`src/rtl/fix_field_tokenizer.sv`:
```
// FIX tag=value<SOH> tokenizer sitting behind the 32-bit message FIFO.
// Unpacks words MSB-first, decodes the decimal tag and streams value bytes with a one-byte holdback.
module fix_field_tokenizer #(
    parameter int DATA_WIDTH  = 32,
    parameter int TAG_WIDTH   = 16,
    parameter int MAX_VAL_LEN = 256
) (
    input  logic                  clk,
    input  logic                  rst,
    input  logic                  fifo_empty_i,
    input  logic [DATA_WIDTH-1:0] fifo_data_i,
    output logic                  fifo_rd_en_o,
    output logic                  fifo_rd_cs_o,
    input  logic                  out_ready_i,
    output logic                  tag_valid_o,
    output logic [TAG_WIDTH-1:0]  tag_o,
    output logic                  val_valid_o,
    output logic [7:0]            val_data_o,
    output logic                  val_last_o,
    output logic                  msg_end_o,
    output logic                  err_o
);
    localparam int NBYTES = DATA_WIDTH / 8;
    localparam int ACC_W  = TAG_WIDTH + 4;
    localparam int CNT_W  = $clog2(MAX_VAL_LEN + 2);
    localparam logic [7:0]       SOH     = 8'h01;
    localparam logic [7:0]       EQ      = 8'h3D;
    localparam logic [ACC_W-1:0] TAG_MAX = ACC_W'((1 << TAG_WIDTH) - 1);

    typedef enum logic [1:0] {S_TAG, S_VAL, S_ERR} state_t;

    state_t                  state_q;
    logic [DATA_WIDTH-1:0]   buf_q;
    logic                    buf_valid_q;
    logic [1:0]              idx_q;
    logic                    rd_pend_q;
    logic [TAG_WIDTH-1:0]    acc_q;
    logic                    seen_digit_q;
    logic [7:0]              held_q;
    logic                    held_valid_q;
    logic [CNT_W-1:0]        cnt_q;
    logic [TAG_WIDTH-1:0]    cur_tag_q;
    logic                    tag_valid_q, val_valid_q, val_last_q, msg_end_q, err_q;
    logic [TAG_WIDTH-1:0]    tag_q;
    logic [7:0]              val_data_q;

    logic [7:0]       lane [NBYTES];
    logic [7:0]       cur_byte;
    logic [7:0]       digit;
    logic [ACC_W-1:0] acc_mul;
    logic             is_digit, tag_ovf, stall, consume, last_byte;

    genvar gi;
    generate
        for (gi = 0; gi < NBYTES; gi++) begin : g_lane
            assign lane[gi] = buf_q[DATA_WIDTH-1-8*gi -: 8];
        end
    endgenerate

    assign cur_byte  = lane[idx_q];
    assign digit     = cur_byte - 8'h30;
    assign is_digit  = (cur_byte >= 8'h30) && (cur_byte <= 8'h39);
    assign acc_mul   = ACC_W'(acc_q) * ACC_W'(10) + ACC_W'(digit[3:0]);
    assign tag_ovf   = acc_mul > TAG_MAX;
    assign stall     = (tag_valid_q | val_valid_q) & ~out_ready_i;
    assign consume   = buf_valid_q & ~stall;
    assign last_byte = (idx_q == 2'(NBYTES - 1));

    // Refill only once the current word is used up, so at most one word is ever in flight.
    assign fifo_rd_en_o = rst & ~fifo_empty_i & ~rd_pend_q & ~stall &
                          (~buf_valid_q | (consume & last_byte));
    assign fifo_rd_cs_o = fifo_rd_en_o;

    assign tag_valid_o = tag_valid_q;
    assign tag_o       = tag_q;
    assign val_valid_o = val_valid_q;
    assign val_data_o  = val_data_q;
    assign val_last_o  = val_last_q;
    assign msg_end_o   = msg_end_q;
    assign err_o       = err_q;

    always_ff @(posedge clk or negedge rst) begin
        if (!rst) begin
            state_q      <= S_TAG;
            buf_q        <= '0;
            buf_valid_q  <= 1'b0;
            idx_q        <= '0;
            rd_pend_q    <= 1'b0;
            acc_q        <= '0;
            seen_digit_q <= 1'b0;
            held_q       <= '0;
            held_valid_q <= 1'b0;
            cnt_q        <= '0;
            cur_tag_q    <= '0;
            tag_valid_q  <= 1'b0;
            tag_q        <= '0;
            val_valid_q  <= 1'b0;
            val_data_q   <= '0;
            val_last_q   <= 1'b0;
            msg_end_q    <= 1'b0;
            err_q        <= 1'b0;
        end else begin
            rd_pend_q <= fifo_rd_en_o;
            err_q     <= 1'b0;
            if (rd_pend_q) begin
                buf_q       <= fifo_data_i;
                buf_valid_q <= 1'b1;
                idx_q       <= '0;
            end else if (consume) begin
                idx_q <= idx_q + 2'd1;
                if (last_byte) buf_valid_q <= 1'b0;
            end
            if (!stall) begin
                tag_valid_q <= 1'b0;
                val_valid_q <= 1'b0;
                val_last_q  <= 1'b0;
                msg_end_q   <= 1'b0;
            end
            if (consume) begin
                case (state_q)
                    S_TAG: begin
                        if (is_digit && !tag_ovf) begin
                            acc_q        <= acc_mul[TAG_WIDTH-1:0];
                            seen_digit_q <= 1'b1;
                        end else if (cur_byte == EQ && seen_digit_q) begin
                            tag_valid_q  <= 1'b1;
                            tag_q        <= acc_q;
                            cur_tag_q    <= acc_q;
                            acc_q        <= '0;
                            seen_digit_q <= 1'b0;
                            held_valid_q <= 1'b0;
                            cnt_q        <= '0;
                            state_q      <= S_VAL;
                        end else begin
                            err_q        <= 1'b1;
                            acc_q        <= '0;
                            seen_digit_q <= 1'b0;
                            state_q      <= (cur_byte == SOH) ? S_TAG : S_ERR;
                        end
                    end
                    S_VAL: begin
                        if (cur_byte == SOH) begin
                            if (held_valid_q) begin
                                val_valid_q <= 1'b1;
                                val_data_q  <= held_q;
                                val_last_q  <= 1'b1;
                                msg_end_q   <= (cur_tag_q == TAG_WIDTH'(10));
                            end else begin
                                err_q <= 1'b1;
                            end
                            held_valid_q <= 1'b0;
                            state_q      <= S_TAG;
                        end else if (cnt_q == CNT_W'(MAX_VAL_LEN)) begin
                            err_q        <= 1'b1;
                            held_valid_q <= 1'b0;
                            state_q      <= S_ERR;
                        end else begin
                            // Holdback: a byte is only released once we know it is not the last.
                            if (held_valid_q) begin
                                val_valid_q <= 1'b1;
                                val_data_q  <= held_q;
                            end
                            held_q       <= cur_byte;
                            held_valid_q <= 1'b1;
                            cnt_q        <= cnt_q + CNT_W'(1);
                        end
                    end
                    S_ERR: begin
                        if (cur_byte == SOH) state_q <= S_TAG;
                    end
                    default: state_q <= S_TAG;
                endcase
            end
        end
    end
endmodule

```
`config.mk`:
```
export PLATFORM = sky130hd
export DESIGN_NAME = fix_field_tokenizer
export DESIGN_NICKNAME = d
export VERILOG_FILES = /design/src/rtl/fix_field_tokenizer.sv
export SDC_FILE = /design/constraint.sdc
export NUM_CORES = 1
export LEC_CHECK = 0
export BUFFER_PORTS_ARGS = -buffer_cell sky130_fd_sc_hd__buf_2
export CAP_MARGIN = 20
export CORE_MARGIN = 2
export CORE_UTILIZATION = 40
export DETAILED_ROUTE_END_ITERATION = 12
export GPL_ROUTABILITY_DRIVEN = 0
export SLEW_MARGIN = 25
export SYNTH_ARGS = -nofsm -noshare
export SYNTH_HDL_FRONTEND = slang
export SYNTH_SLANG_ARGS = --single-unit
```
`constraint.sdc`:
```
create_clock -name clk -period 11.6 [get_ports clk]
set_input_delay 2.32 -clock clk [delete_from_list [all_inputs] [get_ports clk]]
set_output_delay 2.32 -clock clk [all_outputs]
set_load 0.05 [all_outputs]
```
# Yosys cells after proc, flatten, opt, wreduce, memory -nomap -nowiden
# Index checks and enable logic that the tools add are counted.
classes:
  addsub: 4
  multipliers: 1
  magnitude_cmp: 4
  n_eq_ne: 14
  mux: 58
  bitwise: 18
  n_reduce_logical: 16
ops:
  columns: ["cell", "n"]
  rows:
  - ["8-bit two-way mux", 5]
  - ["9-bit two-way mux", 4]
  - ["1-bit two-way mux", 35]
  - ["20-bit by 4-bit adder with 20-bit output", 1]
  - ["20-bit by 16-bit > comparator with 1-bit output, second input constant", 1]
  - ["16-bit by 3-bit multiplier with 19-bit output, second input constant", 1]
  - ["9-bit one-hot mux with 2 select lines", 1]
  - ["8-bit binary-select mux with 2-bit select", 1]
  - ["16-bit by 4-bit == test with 1-bit output, second input constant", 1]
  - ["16-bit two-way mux", 1]
  - ["2-bit two-way mux", 8]
  - ["4-bit AND reduction", 4]
  - ["2-bit != test, second input constant", 6]
  - ["9-bit by 1-bit adder with 9-bit output, second input constant", 1]
  - ["9-bit == test, second input constant", 1]
  - ["8-bit by 1-bit == test with 1-bit output, second input constant", 1]
  - ["8-bit by 6-bit == test with 1-bit output, second input constant", 1]
  - ["8-bit by 6-bit >= comparator with 1-bit output, second input constant", 1]
  - ["8-bit by 6-bit less-or-equal comparator with 1-bit output, second input constant", 1]
  - ["1-bit NOT", 8]
  - ["1-bit AND", 7]
  - ["2-bit one-hot mux with 3 select lines", 1]
  - ["6-bit AND reduction", 1]
  - ["2-bit nonzero test", 3]
  - ["other kinds (14)", 20]
totals:
  regBits: 102
  input_bits: 36
  output_inout_bits: 31
  wordCells: 132

# Depth between registers and ports, before layout
# Gate-level depths: netlist of the first run.
depth:
  depth_word: 12
  mapped_depth: 14
  depth_no_buf: 11

# Worst setup path before layout of the first run
# No wires, ideal clock.
synth_timing:
  path_kind: "input port to output port"
  start: "in out_ready_i"
  end: "out fifo_rd_en_o"
  arrival_time_ns: 3.383
  slack_ns: 5.897
  cell_stages: 4
  n_path_buf: 1
  cell_sequence: "inv_1 -> o21ai_0 -> and3_1 -> buf_4"
synth_via:
  elab_chain_len: 7
  elab_cells_between_ends: 8
  cone_classes: "bitwise: 8"
synth_rtl:
  columns: ["element", "line", "text"]
  rows:
  - ["from (decl)", "14", "input logic out_ready_i,"]
  - ["1-bit NOT *", "65", "assign stall = (tag_valid_q | val_valid_q) & ~out_ready_i;"]
  - ["1-bit AND *", "65", null]
  - ["1-bit NOT *", "66, 70", null]
  - ["1-bit AND", "66", "assign consume = buf_valid_q & ~stall;"]
  - ["1-bit AND", "71", "(~buf_valid_q | (consume & last_byte));"]
  - ["1-bit bitwise OR", "71", null]
  - ["1-bit AND *", "70", "assign fifo_rd_en_o = rst & ~fifo_empty_i & ~rd_pend_q & ~stall &"]
  - ["to (decl)", "12", "output logic fifo_rd_en_o,"]
# Every way passes the cells marked *; elsewhere a longest branch is shown, timed or not.

# Worst setup path after layout of the first run
layout_timing:
  start: "in rst"
  end: "out fifo_rd_en_o"
layout_via:
  elab_chain_len: 4
layout_rtl:
  columns: ["element", "line", "text"]
  rows:
  - ["from (decl)", "9", "input logic rst,"]
  - ["1-bit AND (4 in a row)", "70", null]
# Every way passes these cells.

==> results of run 1 <==
[per-stage QoR]
stage	util, %	hold slack (ns)
finish	45.9	0.494
global route	45.9	0.518
CTS	45.9	0.495
detailed placement	44.0	0.480
global placement	44.0	0.472
floorplan	-	0.449
[area by class of cell]
cell class              count  area share (%)
inverters                   9           0.534
clock buffers              12            3.74
multi-input cells         338            45.7
flip-flops and latches    102            40.4
repair buffers             70            5.74
well taps                 180            3.56
clock inverters             3           0.356
[cells by family after synthesis]
| family | Yosys count |
|---|---|
| AOI/OAI and AO/OA | 77 |
| DFF | 102 |
| and+or+nand+nor | 125 |
| buffers and inverters | 30 |
| muxes | 74 |
| xor gates and xnor gates | 26 |
| adders and majority gates | 36 |
[worst min-delay path: stages, from the launching register on]
cell,delay [ns]
dfrtp_1,0.35
nand2_1,0.05
o21ai_0,0.06
[power by group through the flow]
stage	sequential (mW)	combinational (mW)	clock (mW)
6_report	0.542	0.395	0.269
5_1_grt	0.559	0.433	0.296
4_1_cts	0.544	0.400	0.276
3_5_place_dp	0.551	0.397	0
3_3_place_gp	0.542	0.386	0
2_1_floorplan	0.560	0.285	0
[worst paths after layout]
path                                end  slack (ns)  depth (start not counted)
max                        fifo_rd_en_o        5.99                          3
min                        seen_digit_q        0.49                          2
max reg2reg                       err_o        7.20                         11
min reg2reg                seen_digit_q        0.49                          2
max in group asynchronous     acc_q[15]        8.50                          2
min in group asynchronous     buf_q[13]        1.95                          1
[per-layer routing]
layer,vias up,routed length [µm],share of wire (%),GRT usage [%]
met5,-,0,0,0
met4,0,95,0.85,3.02
met3,11,533,4.8,4.28
met2,80,5120,46,24.1
met1,1859,5460,49,23.6
li1,1855,-,-,-
[state kept, by name (all words and copies together), names as in the netlist, 2 cells and up]
| register | cells |
|---|---|
| state_q | 2 |
| tag_o | 16 |
| held_q | 8 |
| val_data_o | 8 |
| acc_q | 16 |
| cnt_q | 9 |
| buf_q | 32 |
| idx_q | 2 |
[cells in the final DEF, fill, tap and decap left out, types with 3 or more instances in the layout]
cell,instances
dfrtp_1,102
buf_2,65
mux2_2,64
nand2_1,36
ha_1,34
nor2_1,26
xor2_1,17
nand4_1,14
o21ai_0,12
o31ai_1,12
a21oi_1,11
inv_1,9
nor3_1,9
clkbuf_16,9
mux4_2,8
xnor2_1,8
a21o_1,8
and3_1,8
nor4_1,6
a31oi_1,5
buf_4,5
nand3_1,4
and2_1,4
nor2b_1,4
o211ai_1,3
o31ai_4,3
nand2b_1,3
clkbuf_1,3
clkinvlp_4,3
==> run metrics, run 1 <==
result of the run=completed; largest family of logic cells by synthesized area=multiplexers; RR Startpoint=acc_q[1]; maximum clock insertion buffer count=2; areal power density over the cells=191 nW/µm²; multiplexer share of the synthesized area=16.4%; # nets final=602; syn_nets=542; power share of the clock group=22.3%; number of non-filler instances in the completed layout=a little over 700; synthesized-area fraction occupied by and/or/nand/nor cells=about an eighth; insertion delay to the later sink of the worst-skew pair=0.34 ns; count of port buffers added during placement=66; highest clock rate=roughly 0.18 GHz; post-layout worst setup margin=about 6.0 ns; number of levels the H-tree was split into=3; Avg WL per Cell=between 15 and 20 µm; ratio of routed vias to standard cells=5.33; number of CTS-inserted buffers=9; Post-synth EDFFs=0; fraction of registers with async set or reset after synthesis=100%; ratio of final minimum period to clock period=48.4%; parity-gate share of the synthesized area counting xor and xnor cells=4.40%; share of cells above drive strength 1=between 30% and 40%; number of endpoints with negative hold slack in the final report=0; most numerous cell in the Yosys netlist=dfrtp_1; cell taking the most area after synthesis=dfrtp_1; finished layout cell area=around 6300 µm²; HPWL after detailed placement=8.47 mm; Flop pwr share=45.0%; internal cell power=between 0.7 and 0.8 mW; final-report max-slew violation count=0; height of the chip=122 µm; number of antenna violations at the first check in global routing=0; Core Area=between 10,000 and 15,000 µm²; Critical Path Source Type=input port; data required time of the critical path=9.28 ns; Most used DFF post-synth=dfrtp_1; RSZ-0062 raised after global routing=no; Post-Place Setup Slack=5.93 ns; synthesized-area fraction occupied by adder cells=8.30%; first-pass GRT wire length=around 19 mm; list of most frequent post-synthesis cells=102 x dfrtp_1, 64 x mux2_2, 36 x nand2_1; CTS hold repair buffers=0; library cells used by synthesis=60; critical path endpoint category=primary output; switching power=between 0.4 and 0.5 mW; number of optimization iterations in the first detailed-route pass=4; synthesis warning total=0; I/O pins=67; final clock skew=~0.0067 ns; sequence of cells on the critical path=buf_4, and3_1, buf_2; number of filler cells placed in the layout=1,312; standard cell with the maximum stage delay on the critical path=buf_4; die extent in x=122 µm; Yosys top cell area share=45.5%; initial detailed-routing violation count=approximately 230; Placed Area=around 6100 µm²; gate count of the mapped netlist=470; CP startpoint=rst; Crit path largest cell delay=0.42 ns; actual slew at the worst max-slew pin=0.947 ns; synthesized cell area=roughly 5600 µm²; path class of the lowest-slack min-delay path=register to register; maximum net fanout on the critical path=43; Syn-to-layout area delta=12.8%; initial core utilization=40.7%; share of the synthesized area in compound gates (AO/OA/AOI/OAI)=10.7%; slew margin rel.=~37%; maximum number of pins on one net before global-route repair=62; Post-Route Setup TNS=0 ns; crit path time final=5.61 ns; Area contributors post-synth=dfrtp_1 46%, mux2_2 13%, ha_1 7.6%; Post-Syn Area per Cell=11.9 µm²; Post-Route WL=11.2 mm; setup bufs post-CTS=0; clock sink count=between 100 and 150; combinational power share=32.7%; floorplan die area=15,000 µm²; total power=1.21 mW; critical hold path startpoint=seen_digit_q; Cell Rows=43; Net Sw Frac=between 30% and 40%; MaxCap Viol Count=0; DRC violation count after routing=0; count of antenna diodes in the layout=0; GR Overflow Total=0; footprint of the multi-input gates=just under 3000 µm²; setup violation total in the final timing report=0; number of global-route vias before repair=3,626; GRT Overall Usage=between 10% and 20%; post-synthesis register bit count=102; LEAKAGE=2.98 nW; number of nets with antenna violations after routing=0; total via count after detailed routing=approximately 3,800; crit path buf inv count=2; CP top delay family=buffers and inverters; clock tree from TritonCTS=yes; root buffer cell=clkbuf_16; number of resized instances in the post-cts repair step=0; post-placement cell count=roughly 700; footprint of the flip-flops and latches=2550 µm²; share of synthesized area occupied by flip-flops and latches=approximately 46%; arrival time reported for the critical path endpoint=3.29 ns; WS Path Type=input port to primary output; largest vdd supply drop=0.134 mV; register clock-pin slew on the reported worst setup and hold paths=approximately 0.060 ns
No activity file was read; power rests on OpenSTA's default activity.
==> inputs of run 2 (changes only) <==
==> constraint.sdc (replaced) <==
create_clock -name clk -period 5.65 [get_ports clk]
set_input_delay 1.13 -clock clk [delete_from_list [all_inputs] [get_ports clk]]
set_output_delay 1.13 -clock clk [all_outputs]
set_load 0.05 [all_outputs]
==> run 2 against run 1 <==
  * Combinational power increased by 100%
  * Clock power is 120% higher
  * Register-to-register slack got worse by 5.8 ns
  * Die area did not move
  * Hold slack better by 0.0059 ns
  * Total power is 110% higher
  * Utilization is 0.16 points higher
  * Final cell count rose by 0.14%
  * Sequential cell count unchanged
  * Non-clock buffer count unchanged
  * Sequential power increased by 100%
  * Critical path type is now register to register
  * Highest routed layer unchanged
==> run metrics, run 2 (synthesis results as in run 1) <==
result of the run=completed; Crit Reg-Reg Endpoint=err_o; I/O pins=67 (unchanged); maximum number of pins on one net before global-route repair=76 (+23%); final clock skew=0.00616 ns (-0.000567 ns); worst setup slack for register-to-register paths=1.45 ns (-5.75 ns); Post-Route WL=11.6 mm (+3.4%); critical hold path startpoint=seen_digit_q; number of optimization iterations in the first detailed-route pass=4 (unchanged); Largest Register=buf_q; number of antenna violations at the first check in global routing=0 (unchanged); initial detailed-routing violation count=355 (+54%); # nets final=602 (unchanged); Post-Route Setup TNS=0 ns (unchanged); arrival time reported for the critical path endpoint=4.44 ns (+1.15 ns); path class of the lowest-slack min-delay path=register to register; GR Overflow Total=0 (unchanged); number of nets with antenna violations after routing=0 (unchanged); met2 wire len=5.34 mm (+4.2%); setup violation total in the final timing report=0 (unchanged); max FFs per register=32 (unchanged); count of cells along the worst register-to-register path=11 (unchanged); total via count after detailed routing=3,845 (+1.1%); Critical Path Source Type=register; DRC violation count after routing=0 (unchanged); setup bufs post-CTS=0 (unchanged); maximum clock insertion buffer count=2 (unchanged); Met3 Wirelength=622 µm (+17%); ratio of final minimum period to clock period=about 74%; Placed Area=6060 µm² (about the same); areal power density over the cells=391 nW/µm² (+110%); ratio of routed vias to standard cells=5.38 (+0.91%); count of port buffers added during placement=66 (unchanged); finished layout cell area=6340 µm² (+0.36%); first-pass GRT wire length=18.9 mm (+0.88%); most frequent standard cell in the layout excluding fill and tap cells=dfrtp_1; number of global-route vias before repair=3,752 (+3.5%); actual slew at the worst max-slew pin=1.08 ns (+0.134 ns); root buffer cell=clkbuf_16; largest vdd supply drop=0.241 mV (+80%); highest metal layer used by the detailed router=met4; Syn-to-layout area delta=13.2%; number of endpoints with negative hold slack in the final report=0 (unchanged); floorplan die area=15,000 µm² (unchanged); die extent in x=122 µm (unchanged); maximum net fanout on the critical path=19 (-56%); WS Path Type=register to register; initial core utilization=40.7% (unchanged); final hold slack=0.499 ns (+0.00586 ns); wire length the detailed router placed on met1=5.39 mm (-1.3%); CTS hold repair buffers=0 (unchanged); number of levels the H-tree was split into=3 (unchanged); RSZ-0062 raised after global routing=no; MaxCap Viol Count=0 (unchanged); HPWL after detailed placement=8.56 mm (+0.99%); LEAKAGE=3.00 nW (+0.61%); clock tree from TritonCTS=yes; Core Area=13,800 µm² (unchanged); count of antenna diodes in the layout=0 (unchanged); final-report max-slew violation count=0 (unchanged); final core area utilization=46.1% (+0.16 points); total power=2.48 mW (+110%); GRT Overall Usage=16.4% (+0.33 points); insertion delay to the later sink of the worst-skew pair=0.35 ns (about the same); share of cells above drive strength 1=32.3% (+0.31 points); clock sink count=102 (unchanged); height of the chip=122 µm (unchanged); Cell Rows=43 (unchanged); RR Startpoint=acc_q[1]; highest clock rate=between 0.2 and 0.25 GHz; cell depth of the worst min-delay path=2 (unchanged); leading cell types in the layout, fill and taps excluded=102 x dfrtp_1, 65 x buf_2, 64 x mux2_2, 36 x nand2_1, 34 x ha_1; number of resized instances in the post-cts repair step=0 (unchanged); critical path endpoint category=register; crit path time final=about 4.2 ns; register clock-pin slew on the reported worst setup and hold paths=0.07 ns (about the same); Avg WL per Cell=16.2 µm (+3.2%); number of CTS-inserted buffers=9 (unchanged); slew margin rel.=27.0% (-9.9 points); hold worst-path end=seen_digit_q; data required time of the critical path=5.89 ns (-3.39 ns)
## run 2: how the worst max path moves through the flow
| stage | from | to | slack [ns] | cells past startpoint |
|---|---|---|---|---|
| 2_1_floorplan | acc_q[1] | acc_q[12] | 1.98 | 13 |
| 3_3_place_gp | idx_q[0] | err_o | 1.54 | 10 |
| 3_5_place_dp | acc_q[1] | err_o | 1.44 | 11 |
| 4_1_cts | acc_q[1] | err_o | 1.42 | 11 |
| 5_1_grt | idx_q[0] | err_o | 1.15 | 10 |
| 6_report | acc_q[1] | err_o | 1.45 | 11 |
## run 2: metrics by stage
stage,cells,setup slack (ns)
detailed placement,699,1.44
finish,715,1.45
floorplan,470,1.98
global placement,699,1.54
global route,715,1.15
CTS,715,1.42
## run 2: power breakdown
part	internal, mW	switching, mW
clock network	0.304	0.278
logic	0.377	0.420
registers	0.945	0.158
total	1.63	0.856
## run 2: per-layer routing
metal,vias to the layer above,global-route usage [%]
li1,1851,-
met1,1881,22.3
met2,96,25.0
met3,17,4.37
met4,0,6.18
met5,-,0
## run 2: layout make-up
| cell class | count | area [µm²] |
|---|---|---|
| inverter | 9 | 33.8 |
| multi-input combinational | 338 | 2890 |
| clock inverter | 5 | 45.0 |
| sequential | 102 | 2550 |
| tap | 180 | 225 |
| fill | 1305 | 7430 |
| clock buffer | 11 | 233 |
| timing repair buffer | 70 | 367 |
## run 2: worst max-delay path, stage by stage (launching register included)
cell and delay [ns]:
dfrtp_1 0.44, ha_1 0.32, ha_1 0.24, fa_1 0.43
a21oi_1 0.22, o211ai_1 0.16, a2111oi_2 0.60, nand3_1 0.26
nor4_4 0.25, a31oi_1 0.12, a311o_1 0.65, a32o_1 0.40
==> inputs of run 3 (changes only) <==
==> constraint.sdc (replaced) <==
create_clock -name clk -period 3.82 [get_ports clk]
set_input_delay 0.764 -clock clk [delete_from_list [all_inputs] [get_ports clk]]
set_output_delay 0.764 -clock clk [all_outputs]
set_load 0.05 [all_outputs]
==> run 3 against run 2 <==
  * Critical path depth rose by 1
  * Utilization increased by 1.4 points
  * Final cell count is 2.0% higher
  * Global-route usage grew 0.57 points
  * Hold slack got worse by 0.014 ns
  * Highest routed layer unchanged
==> run metrics, run 3 (synthesis results as in run 1) <==
result of the run=completed; Cell Rows=43 (unchanged); final clock skew=0.0102 ns (+0.00406 ns); first-pass GRT wire length=19.9 mm (+5.0%); critical path endpoint category=register; maximum clock insertion buffer count=2 (unchanged); Largest Register=buf_q; number of nets with antenna violations after routing=0 (unchanged); number of levels the H-tree was split into=3 (unchanged); footprint of the multi-input gates=2910 µm² (+0.69%); Critical Path Source Type=register; register clock-pin slew on the reported worst setup and hold paths=0.07 ns (about the same); arrival time reported for the critical path endpoint=3.91 ns (-0.53 ns); number of CTS-inserted buffers=9 (unchanged); most frequent standard cell in the layout excluding fill and tap cells=dfrtp_1; number of non-filler instances in the completed layout=729 (+2.0%); CP top delay family=compound AO/OA/AOI/OAI gates; sequence of cells on the critical path=ha_1, ha_1, fa_2, a211oi_1, o21ai_0, a31oi_2, xor2_1, nor4_4, a31oi_1, a311o_1, buf_4, o31ai_1; Post-Route WL=12.0 mm (+3.1%); number of filler cells placed in the layout=1,304 (-0.077%); slew margin rel.=47.2% (+20 points); LEAKAGE=3.11 nW (+3.7%); Core Area=13,800 µm² (unchanged); ratio of final minimum period to clock period=96.0% (+22 points); DRC violation count after routing=0 (unchanged); post-placement cell count=711 (+1.7%); ratio of routed vias to standard cells=5.39 (+0.30%); cell repeated most along the worst path=ha_1; HPWL after detailed placement=9.06 mm (+5.8%); areal power density over the cells=601 nW/µm² (+53%); Crit path largest cell delay=0.42 ns (-0.23 ns); data required time of the critical path=4.06 ns (-1.83 ns); # nets final=616 (+2.3%); path class of the lowest-slack min-delay path=input port to async pin; I/O pins=67 (unchanged); maximum number of pins on one net before global-route repair=64 (-16%); number of global-route vias before repair=4,033 (+7.5%); Avg WL per Cell=16.4 µm (+1.2%); footprint of the flip-flops and latches=2550 µm² (unchanged); standard cell with the maximum stage delay on the critical path=dfrtp_1; MaxCap Viol Count=0 (unchanged); floorplan die area=15,000 µm² (unchanged); number of antenna violations at the first check in global routing=0 (unchanged); initial detailed-routing violation count=201 (-43%); crit path buf inv count=1 (+1); insertion delay to the later sink of the worst-skew pair=0.35 ns (about the same); die extent in x=122 µm (unchanged); Syn-to-layout area delta=16.7%; count of port buffers added during placement=66 (unchanged); total via count after detailed routing=3,932 (+2.3%); root buffer cell=clkbuf_16; GR Overflow Total=0 (unchanged); max FFs per register=32 (unchanged); GRT Overall Usage=17.0% (+0.57 points); count of antenna diodes in the layout=0 (unchanged); leading cell types in the layout, fill and taps excluded=102 x dfrtp_1, 65 x buf_2, 64 x mux2_2, 36 x nand2_1, 34 x ha_1; clock sink count=102 (unchanged); largest vdd supply drop=0.492 mV (+100%); clock tree from TritonCTS=yes; number of optimization iterations in the first detailed-route pass=4 (unchanged); CTS hold repair buffers=0 (unchanged); maximum net fanout on the critical path=5 (-14); crit path time final=3.67 ns (-0.534 ns); total power=3.93 mW (+58%); initial core utilization=40.7% (unchanged); share of cells above drive strength 1=35.2% (+2.8 points); actual slew at the worst max-slew pin=0.791 ns (-0.290 ns); WS Path Type=register to register; number of endpoints with negative hold slack in the final report=0 (unchanged); highest clock rate=0.273 GHz (+15%); height of the chip=122 µm (unchanged); setup violation total in the final timing report=0 (unchanged); final-report max-slew violation count=0 (unchanged)
==> run 3: final cells by class <==
type | instances | share of cell area (%)
timing repair buffer | 84 | 7.34
clock inverter | 7 | 1.80
clock buffer | 9 | 3.44
multi-input combinational | 338 | 44.5
sequential | 102 | 39.0
inverter | 9 | 0.516
tap | 180 | 3.44
==> run 3: path summary, 6_finish.rpt <==
check	start	to	slack, ns	depth (start not counted)
min in group clk	seen_digit_q	seen_digit_q	0.49	2
worst max-delay path	acc_q[3]	acc_q[15]	0.15	12
worst min-delay path	rst	buf_q[31]	0.49	2
max in group asynchronous	rst	tag_o[8]	2.16	3
worst min register to register	seen_digit_q	seen_digit_q	0.49	2
worst max register to register	acc_q[3]	acc_q[15]	0.15	12
==> run 3: per-layer routing <==
layer / track usage, % / up-vias / wire (µm)
met2: 27.4 / 94 / 5630
met1: 23.1 / 1938 / 5670
li1: - / 1882 / -
met4: 4.96 / 0 / 195
met5: 0 / - / 0
met3: 3.53 / 18 / 456
==> run 3: what timing repair did <==
item | 4_1_cts | 5_1_grt
gates resized for setup | 0 | 6
setup endpoints to repair | 0 | 19
buffers inserted | 0 | 2
==> run 3: stage by stage <==
stage / utilization [%] / instance area [µm²] / worst slack, ns / setup TNS (ns) / hold WS [ns]
2_1_floorplan: - / 5610 / 0.153 / 0 / 0.449
3_3_place_gp: 44.8 / 6160 / 0.160 / 0 / 0.476
3_5_place_dp: 44.8 / 6160 / 0.0315 / 0 / 0.475
4_1_cts: 47.2 / 6510 / 0.0140 / 0 / 0.491
5_1_grt: 47.5 / 6540 / -0.0382 / -0.174 / 0.521
6_report: 47.5 / 6540 / 0.154 / 0 / 0.485
==> run 3: power breakdown <==
part / switching (mW) / internal [mW] / leakage, nW / total (mW)
clock: 0.397 / 0.642 / 0.170 / 1.04
sequential: 0.205 / 1.40 / 1.31 / 1.60
combinational: 0.692 / 0.596 / 1.63 / 1.29
total: 1.29 / 2.64 / 3.11 / 3.93
